**src/rtl/circ_buf_ptr_ctrl_pkg.sv**
```systemverilog
// Shared width helpers and parameter legality check for the circular-buffer pointer controller.
package circ_buf_ptr_ctrl_pkg;

  function automatic int unsigned ptr_width(input int unsigned columns);
    return $clog2(columns);
  endfunction

  function automatic int unsigned count_width(input int unsigned columns);
    return $clog2(columns + 1);
  endfunction

  function automatic bit params_legal(input int unsigned columns,
                                      input int unsigned par_write,
                                      input int unsigned par_read);
    return (columns >= 2) && (par_write >= 1) && (par_write <= columns) &&
           (par_read >= 1) && (par_read <= columns);
  endfunction

endpackage

```
**src/rtl/circ_buf_ptr_ctrl_ptr_wrap_adder.sv**
```systemverilog
// Combinational pointer + STEP modulo COLUMNS, using a one-bit-wider sum so
// non-power-of-2 depths wrap correctly.
module ptr_wrap_adder
  import circ_buf_ptr_ctrl_pkg::*;
#(
  parameter int unsigned COLUMNS = 32,
  parameter int unsigned STEP    = 4
) (
  input  logic [ptr_width(COLUMNS)-1:0] ptr,
  output logic [ptr_width(COLUMNS)-1:0] next
);

  localparam int unsigned PTR_W = ptr_width(COLUMNS);
  localparam int unsigned SUM_W = PTR_W + 1;

  logic [SUM_W-1:0] sum;

  always_comb begin
    sum = {1'b0, ptr} + SUM_W'(STEP);
    if (sum >= SUM_W'(COLUMNS)) begin
      sum = sum - SUM_W'(COLUMNS);
    end
    next = sum[PTR_W-1:0];
  end

endmodule

```
**src/rtl/circ_buf_ptr_ctrl.sv**
```systemverilog
// Read/write pointer and occupancy tracking for a circular buffer with
// multi-entry commits and consumes, plus sticky overflow/underflow flags.
module circ_buf_ptr_ctrl
  import circ_buf_ptr_ctrl_pkg::*;
#(
  parameter int unsigned COLUMNS   = 32,
  parameter int unsigned PAR_WRITE = 4,
  parameter int unsigned PAR_READ  = 4
) (
  input  logic                            clk,
  input  logic                            rst,
  input  logic                            clear,
  input  logic                            updateWP,
  input  logic                            updateRP,
  output logic [ptr_width(COLUMNS)-1:0]   write_ptr_out,
  output logic [ptr_width(COLUMNS)-1:0]   read_ptr_out,
  output logic [count_width(COLUMNS)-1:0] count,
  output logic                            wr_accept,
  output logic                            rd_accept,
  output logic                            full,
  output logic                            empty,
  output logic                            overflow_err,
  output logic                            underflow_err
);

  localparam int unsigned PTR_W = ptr_width(COLUMNS);
  localparam int unsigned CNT_W = count_width(COLUMNS);

  localparam logic [CNT_W-1:0] FULL_THR  = CNT_W'(COLUMNS - PAR_WRITE);
  localparam logic [CNT_W-1:0] EMPTY_THR = CNT_W'(PAR_READ);
  localparam logic [CNT_W-1:0] WR_STEP   = CNT_W'(PAR_WRITE);
  localparam logic [CNT_W-1:0] RD_STEP   = CNT_W'(PAR_READ);

  if (!params_legal(COLUMNS, PAR_WRITE, PAR_READ)) begin : g_bad_params
    $error("circ_buf_ptr_ctrl: need COLUMNS>=2 and 1<=PAR_WRITE,PAR_READ<=COLUMNS");
  end

  logic [PTR_W-1:0] wp_next;
  logic [PTR_W-1:0] rp_next;
  logic [CNT_W-1:0] count_next;

  ptr_wrap_adder #(.COLUMNS(COLUMNS), .STEP(PAR_WRITE)) u_wr_adder (
    .ptr  (write_ptr_out),
    .next (wp_next)
  );

  ptr_wrap_adder #(.COLUMNS(COLUMNS), .STEP(PAR_READ)) u_rd_adder (
    .ptr  (read_ptr_out),
    .next (rp_next)
  );

  // Acceptance is judged on the registered count only; a same-cycle op never helps the other.
  always_comb begin
    full       = count > FULL_THR;
    empty      = count < EMPTY_THR;
    wr_accept  = updateWP & ~full & ~clear;
    rd_accept  = updateRP & ~empty & ~clear;
    count_next = count;
    if (wr_accept) count_next = count_next + WR_STEP;
    if (rd_accept) count_next = count_next - RD_STEP;
  end

  always_ff @(posedge clk or posedge rst) begin
    if (rst) begin
      write_ptr_out <= '0;
      read_ptr_out  <= '0;
      count         <= '0;
      overflow_err  <= 1'b0;
      underflow_err <= 1'b0;
    end else if (clear) begin
      write_ptr_out <= '0;
      read_ptr_out  <= '0;
      count         <= '0;
      overflow_err  <= 1'b0;
      underflow_err <= 1'b0;
    end else begin
      if (wr_accept) write_ptr_out <= wp_next;
      if (rd_accept) read_ptr_out  <= rp_next;
      count <= count_next;
      if (updateWP && full)  overflow_err  <= 1'b1;
      if (updateRP && empty) underflow_err <= 1'b1;
    end
  end

endmodule

```
**config.mk**
```make
export PLATFORM = sky130hd
export DESIGN_NAME = circ_buf_ptr_ctrl
export DESIGN_NICKNAME = d
export VERILOG_FILES = /design/src/rtl/circ_buf_ptr_ctrl_pkg.sv /design/src/rtl/circ_buf_ptr_ctrl_ptr_wrap_adder.sv /design/src/rtl/circ_buf_ptr_ctrl.sv
export SDC_FILE = /design/constraint.sdc
export NUM_CORES = 1
export LEC_CHECK = 0
export CORE_ASPECT_RATIO = 0.8
export CORE_MARGIN = 10
export CORE_UTILIZATION = 41
export CTS_CLUSTER_DIAMETER = 50
export DETAILED_ROUTE_END_ITERATION = 8
export HOLD_SLACK_MARGIN = 0.03
export PLACE_DENSITY = 0.74
export SLEW_MARGIN = 20
export SYNTH_ARGS = -nofsm -noshare
export SYNTH_HDL_FRONTEND = slang
export SYNTH_HIERARCHICAL = 1
export SYNTH_SLANG_ARGS = --single-unit
```
**constraint.sdc**
```tcl
create_clock -name clk -period 1.9 [get_ports clk]
set_input_delay 0.19 -clock clk [delete_from_list [all_inputs] [get_ports clk]]
set_output_delay 0.19 -clock clk [all_outputs]
set_load 0.02 [all_outputs]
```
==> Flow_metrics.wiki <==
{| class="wikitable"
! Metric !! Value
|-
| Result of the run || finished clean
|-
| Post-synthesis sequential area ratio || 44.9%
|-
| Switching Share || 39.6%
|-
| Fraction of layout instances using a drive strength above 1 || 27.3%
|-
| Per-instance average area after synthesis || 9.90 um2
|-
| Number of flops mapped to enable cells by yosys || 0
|-
| Max_slew headroom || 60.4%
|-
| Boundary pin count || 27
|-
| RSZ-0062 raised after global routing || yes
|-
| Number of buffers on the longest clock path || 2
|-
| Synth warn || 6
|-
| Power density over the cells || 1300 nW/um2
|-
| Internal cell power || 0.00103 W
|-
| Initial antenna violation count || 0
|-
| Wire length per cell after detailed routing || 14.8 um
|-
| Global-route wire length before repair || 3640 um
|-
| Finished Layout Cells || 153
|-
| Endpoint required time on the critical path || 2.07 ns
|-
| Pin count of the biggest net entering global routing || 17
|-
| Clk_lat worst skew || 0.29 ns
|-
| Clock tree from TritonCTS || yes
|-
| Die Y-Extent || 61.7 um
|-
| Path category of the worst min-delay check || input port to asynchronous set/reset pin
|-
| Clock slew at reported path FFs || 0.09 ns
|-
| Most instantiated cells after synthesis || dfrtp_1 (16), nand2_1 (11), a21oi_1 (10), buf_4 (6), inv_1 (6)
|-
| Antenna Nets Post-Route || 0
|-
| Worst IR Drop VDD || 941 uV
|-
| Chip width || 72.1 um
|-
| Initial cell density of the core || 42.0%
|-
| Area added between synthesis and finish || 47.2%
|-
| Most area-consuming cells after synthesis || dfrtp_1 (45%), a21oi_1 (5.6%), ha_1 (5.6%)
|-
| Total buffers and inverters traversed by the critical path || 1
|-
| Via count || 749
|-
| Count of final hold-check violations || 0
|-
| Router iterations before antenna repair || 4
|-
| Gp weighted congestion || 0.791
|-
| Total wirelength of the detailed-routed design || 2270 um
|-
| Met2 track demand over resource || 18.4%
|-
| Crit path largest cell delay || 0.39 ns
|-
| Overall fraction of global-route tracks in use || 10.3%
|-
| Met1 usage in global routing || 10.1%
|-
| Minimum period implied by the final worst setup slack || 1.90 ns
|-
| Full die area || 4450 um2
|-
| Iteration-0 DRC count of the detailed router || 8
|-
| Worst-case clock skew || 0.00812 ns
|-
| Synth Instances || 90
|-
| Vias in the first global route || 833
|-
| Busiest grt layer || met2
|-
| Synth unique cells || 28
|-
| Clock sinks || 16
|-
| Number of remaining DRC errors || 0
|-
| Asr flop ratio synth || 100%
|-
| Count of final max-slew check failures || 0
|-
| Clock buffers created by TritonCTS || 3
|-
| Fill count || 184
|-
| Worst path top cell family by delay || simple AND/OR/NAND/NOR gates
|-
| Series of cell instances along the critical path || buf_4 -> ha_4 -> and4bb_1 -> xor2_2 -> or3b_4 -> mux2_4
|-
| Data arrival time of the critical path || 2.07 ns
|-
| Maximum fanout along the worst path || 5
|-
| Placed cells || 144
|-
| Most common cell in the netlist || dfrtp_1
|-
| Area share of the leading cell type in the synthesized netlist || 44.9%
|-
| Total leakage power || 0.626 nW
|-
| Cell Rows || 15
|-
| CTS H-Tree Depth || 1
|-
| Share of power burned in registers || 26.7%
|-
| Logic gate share of total power || 62.3%
|-
| Sw Pwr || 0.000676 W
|-
| Number of synthesized register bits || 16
|-
| Category of the most critical setup path || register to register
|-
| Cell chosen for the clock root || clkbuf_4
|-
| Max capacitance violation total || 0
|-
| Area of the core || 2120 um2
|-
| Antenna Diode Count || 0
|-
| Met3 track utilization from global routing || 5.87%
|-
| Clock power frac || 11.0%
|-
| Count of input and output buffers || 24
|-
| Slowest library cell on the worst path || dfrtp_1
|-
| Via/cell ratio || 4.90
|-
| Final-stage net count || 138
|-
| Achievable Freq || 527 MHz
|-
| Netlist Area Pre-Place || 891 um2
|-
| Total Power Consumption || 0.00171 W
|-
| Total grt overflow || 0
|-
| Final Setup Violations || 0
|-
| Least-Margin Pin Slew || 0.593 ns
|-
| Cell accounting for the most synthesized area || dfrtp_1
|-
| Period Utilization, post-route || 99.8%
|-
| Half-perimeter wire length after detailed placement || 1630 um
|-
| CP startpoint kind || register
|-
| Category of the worst setup path capture point || register
|-
| Commonest register cell after synthesis || dfrtp_1
|}
layer usage:
layer / vias to the layer above / routed length, um
li1: 371 / -
met1: 353 / 914
met2: 25 / 1130
met3: 0 / 221
met4: 0 / 0
met5: - / 0
cell type report:
cell class | instances | area, um2 | share of cell area [%]
Timing Repair Buffer | 42 | 372 | 28.3
Tap cell | 25 | 31.3 | 2.39
Clock buffer | 4 | 26.3 | 2.00
Multi-Input combinational cell | 59 | 454 | 34.6
Inverter | 7 | 26.3 | 2.00
Sequential cell | 16 | 402 | 30.6
layout by cell type, fill, tap and decap left out:
cell type and n:
dfrtp_1 15, o21ai_1 1, xnor2_1 3, a41oi_1 1, xor2_2 1, dlygate4sd2_1 1
dfrtp_2 1, mux2_4 2, and2b_1 1, a21oi_1 10, clkbuf_1 1, and3_1 1
xor2_1 2, buf_2 2, inv_1 5, nor2_1 5, or3b_4 2, clkdlybuf4s50_1 21
nand3b_1 1, and4bb_1 1, a221oi_2 1, ha_4 2, buf_4 16, buf_6 2
nor3_1 2, clkbuf_4 3, ha_1 2, inv_2 2, nand2_1 11, conb_1 2
nor2b_1 1, a22o_1 5, or2b_1 1, nor3b_4 1
state kept, by name, summed over array words and instances, names as in the netlist:
name / flops
write_ptr_out: 5
count: 4
underflow_err: 1
read_ptr_out: 5
overflow_err: 1
final timing paths:
kind | start | end | slack [ns] | depth (start not counted)
hold / removal | rst | count[4]$_DFF_PP0_ | 0.25 | 2
setup reg to reg | count[3]$_DFF_PP0_ | count[5]$_DFF_PP0_ | 0.004 | 6
hold reg to reg | overflow_err$_DFFE_PP0P_ | overflow_err$_DFFE_PP0P_ | 0.50 | 2
max in group asynchronous | rst | count[2]$_DFF_PP0_ | 1.23 | 2
setup / recovery | count[3]$_DFF_PP0_ | count[5]$_DFF_PP0_ | 0.004 | 6
min in group clk | overflow_err$_DFFE_PP0P_ | overflow_err$_DFFE_PP0P_ | 0.50 | 2
logic make-up (layout without fill, tap and decap cells):
group           Yosys count  in the layout  share of synthesized area, %
simple gates             27             27                          17.3
compound gates           18             18                          13.1
flops                    16             16                          44.9
buf+inv                  16             53                          9.41
xor+xnor                  6              6                          5.90
fa+ha+maj                 4              4                          5.62
mux                       2              2                          3.37
other cells               1              2                         0.421
power groups by stage:
stage | clock [W] | sequential [W] | combinational [W]
detailed placement | 0 | 0.000456 | 0.000935
CTS | 0.000195 | 0.000452 | 0.000973
global route | 0.000214 | 0.000465 | 0.00115
global placement | 0 | 0.000453 | 0.000915
finish | 0.000187 | 0.000455 | 0.00106
floorplan | 0 | 0.000568 | 0.000402
per-stage QoR:
stage	cell area, um2	utilization [%]	setup TNS (ns)	hold WS [ns]	worst slack (ns)
after detailed placement	1210	56.9	-0.317	0.484	-0.141
after CTS	1260	59.3	0	0.274	0.00639
final	1310	61.8	0	0.252	0.00373
after global placement	1210	56.9	-0.149	0.476	-0.0754
after global routing	1310	61.8	-0.0426	0.281	-0.0426
after floorplan	896	-	0	0.104	0.00757
repair_timing:
action                                  in CTS  in global routing
hold buffers                                 0                  0
resized for setup                           13                  8
buffers inserted                             3                  2
endpoints found under the setup margin       4                  3
hold endpoints to repair                     0                  0
pin swaps                                    2                  6
Note: power is estimated with default switching activity, not from simulation.
